File: src/rtl/imem_loader.sv
// rtl/imem_loader.sv - framed byte stream to instruction-memory word writer
// Optional inter-byte timeout enabled by defining LOADER_TIMEOUT_EN.
module imem_loader #(
  parameter int         ADDR_WIDTH     = 12,
  parameter logic [7:0] SYNC_BYTE      = 8'hA5,
  parameter int         TIMEOUT_CYCLES = 1_000_000
) (
  input  logic                  clk,
  input  logic                  rst,
  input  logic [7:0]            rx_data,
  input  logic                  rx_valid,
  output logic                  rx_ready,
  output logic                  mem_we,
  output logic [ADDR_WIDTH-1:0] mem_addr,
  output logic [31:0]           mem_wdata,
  output logic                  busy,
  output logic                  done,
  output logic                  error
);

  if (ADDR_WIDTH < 1 || ADDR_WIDTH > 16 || TIMEOUT_CYCLES < 1) begin : g_param_check
    $error("imem_loader: illegal parameter value");
  end

  typedef enum logic [2:0] {IDLE, A_LO, A_HI, C_LO, C_HI, DATA, CHK, FIN} state_t;

  state_t                state;
  logic [7:0]            hdr_lo;
  logic [7:0]            chk_acc;
  logic [15:0]           words_left;
  logic [1:0]            byte_idx;
  logic [23:0]           word_sr;
  logic [ADDR_WIDTH-1:0] addr;
  logic                  xfer;
  logic                  tmo_hit;
  logic [15:0]           hdr_word;

  assign xfer     = rx_valid && rx_ready;
  assign hdr_word = {rx_data, hdr_lo};

`ifdef LOADER_TIMEOUT_EN
  localparam int TW = $clog2(TIMEOUT_CYCLES + 1);
  logic [TW-1:0] tmo_cnt;

  // Counts idle cycles inside a frame; any accepted byte restarts it.
  always_ff @(posedge clk) begin
    if (rst || xfer || state == IDLE || state == FIN) tmo_cnt <= '0;
    else                                              tmo_cnt <= tmo_cnt + 1'b1;
  end

  assign tmo_hit = !xfer && state != IDLE && state != FIN &&
                   tmo_cnt == TW'(TIMEOUT_CYCLES - 1);
`else
  assign tmo_hit = 1'b0;
`endif

  always_ff @(posedge clk) begin
    if (rst) begin
      state      <= IDLE;
      rx_ready   <= 1'b0;
      mem_we     <= 1'b0;
      mem_addr   <= '0;
      mem_wdata  <= '0;
      busy       <= 1'b0;
      done       <= 1'b0;
      error      <= 1'b0;
      hdr_lo     <= '0;
      chk_acc    <= '0;
      words_left <= '0;
      byte_idx   <= '0;
      word_sr    <= '0;
      addr       <= '0;
    end else begin
      rx_ready <= 1'b1;
      mem_we   <= 1'b0;
      done     <= 1'b0;
      error    <= 1'b0;
      if (tmo_hit) begin
        state    <= FIN;
        rx_ready <= 1'b0;
        busy     <= 1'b0;
        error    <= 1'b1;
      end else begin
        case (state)
          IDLE: if (xfer && rx_data == SYNC_BYTE) begin
            state   <= A_LO;
            busy    <= 1'b1;
            chk_acc <= '0;
          end
          A_LO: if (xfer) begin
            hdr_lo  <= rx_data;
            chk_acc <= chk_acc ^ rx_data;
            state   <= A_HI;
          end
          A_HI: if (xfer) begin
            addr    <= hdr_word[ADDR_WIDTH-1:0];
            chk_acc <= chk_acc ^ rx_data;
            state   <= C_LO;
          end
          C_LO: if (xfer) begin
            hdr_lo  <= rx_data;
            chk_acc <= chk_acc ^ rx_data;
            state   <= C_HI;
          end
          C_HI: if (xfer) begin
            words_left <= hdr_word;
            byte_idx   <= '0;
            chk_acc    <= chk_acc ^ rx_data;
            state      <= (hdr_word == 16'd0) ? CHK : DATA;
          end
          DATA: if (xfer) begin
            chk_acc  <= chk_acc ^ rx_data;
            word_sr  <= {rx_data, word_sr[23:8]};
            byte_idx <= byte_idx + 2'd1;
            // Bytes arrive LSB first, so the 4th byte lands on top of the three held ones.
            if (byte_idx == 2'd3) begin
              mem_we     <= 1'b1;
              mem_addr   <= addr;
              mem_wdata  <= {rx_data, word_sr};
              addr       <= addr + 1'b1;
              words_left <= words_left - 16'd1;
              if (words_left == 16'd1) state <= CHK;
            end
          end
          CHK: if (xfer) begin
            done     <= (rx_data == chk_acc);
            error    <= (rx_data != chk_acc);
            busy     <= 1'b0;
            rx_ready <= 1'b0;
            state    <= FIN;
          end
          FIN:     state <= IDLE;
          default: state <= IDLE;
        endcase
      end
    end
  end

endmodule

File: config.mk
export PLATFORM = sky130hd
export DESIGN_NAME = imem_loader
export DESIGN_NICKNAME = d
export VERILOG_FILES = /design/src/rtl/imem_loader.sv
export SDC_FILE = /design/constraint.sdc
export NUM_CORES = 1
export LEC_CHECK = 0
export CORE_MARGIN = 1
export CORE_UTILIZATION = 60
export DETAILED_ROUTE_END_ITERATION = 10
export DONT_BUFFER_PORTS = 1
export PLACE_DENSITY_LB_ADDON = 0.1
export SETUP_SLACK_MARGIN = 0.02
export SYNTH_ARGS = -nofsm -noshare
export SYNTH_HDL_FRONTEND = slang
export SYNTH_SLANG_ARGS = --single-unit
export TNS_END_PERCENT = 50
File: constraint.sdc
create_clock -name clk -period 5.3 [get_ports clk]
set_clock_uncertainty 0.15 [all_clocks]
set_input_delay 1.59 -clock clk [delete_from_list [all_inputs] [get_ports clk]]
set_output_delay 1.59 -clock clk [all_outputs]
set_load 0.02 [all_outputs]
==> qor.yml <==
timing:
  setup_tns_ns: 0
  max-slew-margin-rel_pct: 28.1
  hold_ws_ns: 0.304
  finalHoldViolCount: 0
  drv_slew: 0
  tightest_slew_ns: 1.07
  rsz0062_at_grt: "no"
  min_period_ns: 3.18
  period_share_pct: 59.9
  setup_viol: 0
  fmax_mhz: 315
worst_setup_path:
  worstPathRequired_ns: 5.56
  cp_slowest_cell: "nand3_1"
  path_cells: "and2_1 > nand3_1 > buf_4 > nand2_1 > a21oi_1"
  cpPeakStageDelay_ns: 0.82
  crit_path_max_fanout: 27
  regToRegSetupSlack_ns: 2.33
  cp-start-kind: "input pin"
  arrival_ns: 3.43
  path_class: "input pin to flop"
  reg2regPathDepth: 6
  crit_path_end_kind: "flop"
floorplanning:
  die_w_um: 96.1
  die-height_um: 96.1
  initial_core_util_pct: 63.4
  core_um2: 8380
  num_rows: 33
  io_pins: 60
  die-area_um2: 9230
synth:
  yosys_most_used_dff: "dfxtp_1"
  synth_area_leader_cell: "dfxtp_1"
  synth_seq_cells: 122
  yosys.area.top_type_share_pct: 46.0
  post_synth_num_cell_types: 53
  synthesis.instances: 708
  synth_edf_count: 0
  synth.cell_area_um2: 5310
  async_reset_ff_share_pct: 0
  syn_area_per_cell_um2: 7.50
  seq_area_frac_synth_pct: 46.0
  synthesis.nets: 723
  synth_commonest_cells: "nand2_1 (191), dfxtp_1 (122), a21oi_1 (110)"
  synth_most_common_cell: "nand2_1"
  synthTopCellsByArea: "dfxtp_1 (46%), nand2_1 (14%), a21oi_1 (10%)"
  ys_warn_count: 0
clock_tree:
  post_cts_resized: 0
  clock_path_buffers: 2
  post_cts_buffers: 0
  path_clk_slew_ns: 0.06
  cts_root_buf: "clkbuf_8"
  htree_levels: 4
  cts_hold_buffers: 0
  numCtsBuffers: 17
  clock_latency_ns: 0.51
  cts_sinks: 122
  cts_tree: "done"
finish:
  final_cell_area_um2: 5920
  nets: 697
  drive_gt1_share_pct: 6.04
  insertedDiodeCount: 0
  area_growth_pct: 11.5
power_and_ir_drop:
  powerDensity_nw_per_um2: 369
  sw_frac_of_total_pct: 21.9
  p_comb_share_pct: 0.6
  power.net_switching_mw: 0.477
  max-vdd-ir-drop_uv: 269
  power_frac_clock_pct: 57.3
  internal_power_mw: 1.71
  power.leakage_nw: 1.97
  power_mw: 2.18
  pwr-share-seq_pct: 42.1
status:
  outcome: "finished, final reports clean"
placement:
  dpl_cell_area_um2: 5290
  place_congestion: 0.858
  dp_hpwl_mm: 8.36
  io_buffers: 0
worst_hold_path:
  holdPathStages: 2
  min_path_type: "flop to flop"
route:
  drt-initial-drc-count: 453
  drtPass1Iterations: 5
  via_per_inst: 6.19
  drt-total-wl_mm: 13.6
  via_count: 4951
  drcViolationCount: 0
  ant_nets: 0
  post_drt_wl_per_cell_um: 17.0
global_route:
  antenna_found_initial: 0
  overflow: 0
  grt_pass1_vias: 4684
  grt_pass1_wl_mm: 22.2
  grtUsageTotal_pct: 31.2
  grt_max_degree: 120
job:
  maxCapViolations: 0
worst max-delay path, delay by kind of cell:
family / cells / cell delay (ns)
buffers and inverters: 1 / 0.52
and+or+nand+nor: 3 / 1.23
AOI/OAI and AO/OA: 1 / 0.07
registers in the layout (all words and copies together) (netlist names):
| register | count |
|---|---|
| done | 1 |
| state | 3 |
| busy | 1 |
| rx_ready | 1 |
| mem_addr | 12 |
| words_left | 16 |
| mem_we | 1 |
| error | 1 |
| chk_acc | 8 |
| hdr_lo | 8 |
| mem_wdata | 32 |
| addr | 12 |
| byte_idx | 2 |
| word_sr | 24 |
area by class of cell:
class / instances / area (um^2)
clock inverter: 15 / 224
clock buffer: 17 / 414
timing repair buffer: 5 / 37.5
fill: 674 / 2460
multi-input combinational: 523 / 2630
sequential: 122 / 2440
tap: 105 / 131
inverter: 13 / 48.8
kinds of logic (layout without fill, tap and decap cells):
kind of cell	after synthesis	in the layout	synth area share [%]
adder cells (fa/ha/maj)	4	4	0.943
flip-flops	122	122	46.0
buffers and inverters	63	50	4.62
AO/OA/AOI/OAI	194	194	20.6
AND/OR/NAND/NOR	324	324	27.7
multiplexers	1	1	0.189
worst paths after layout:
| kind | start | end |
|---|---|---|
| worst max register to register | state[2] | addr[7] |
| worst max-delay path | rx_valid | mem_wdata[4] |
| worst min-delay path | word_sr[6] | mem_wdata[6] |
| worst min register to register | word_sr[6] | mem_wdata[6] |
power groups by stage:
stage | clock [mW] | sequential [mW] | combinational [mW]
after floorplan | 0 | 0.939 | 0.0277
after global placement | 0 | 0.939 | 0.0130
after detailed placement | 0 | 0.939 | 0.0134
after CTS | 1.26 | 0.918 | 0.0134
after global routing | 1.30 | 0.918 | 0.0149
final | 1.25 | 0.918 | 0.0136
per-stage QoR:
| step | std cells | utilization, % | setup slack, ns |
|---|---|---|---|
| 2_1_floorplan | 708 | - | 2.16 |
| 3_3_place_gp | 768 | 63.1 | 1.76 |
| 3_5_place_dp | 768 | 63.1 | 1.64 |
| 4_1_cts | 800 | 70.7 | 2.13 |
| 5_1_grt | 800 | 70.7 | 1.94 |
| 6_report | 800 | 70.7 | 2.12 |
cells in the final DEF (no fill, tap or decap), types with 2 or more instances in the layout:
cell type and instances:
a211oi_1 4, a21o_1 3, a21oi_1 110, a22oi_1 2
a311oi_1 2, a31o_1 8, a31oi_1 4, and2_1 11
and3_1 2, and4_1 2, buf_4 5, bufinv_16 4
clkbuf_16 16, clkinv_4 2, dfxtp_1 122, ha_1 4
inv_1 12, inv_6 6, inv_8 3, nand2_1 191
nand3_1 10, nand3b_1 3, nand4_1 10, nand4b_1 2
nor2_1 41, nor3_1 18, nor3b_1 4, nor4_1 6
nor4_2 2, o21a_1 2, o21ai_0 11, o21ai_1 31
o22ai_1 5, o32ai_1 3, or2_0 2, or3_1 5
or3b_1 3, or4_1 4
routing by layer:
layer,global-route usage [%],up-vias,wire (um)
met5,0,-,0
met3,8.93,19,1050
met4,10.3,0,161
met1,38.7,2346,5740
li1,-,2399,-
met2,52.1,187,6660
Note: power is estimated with default switching activity, not from simulation.
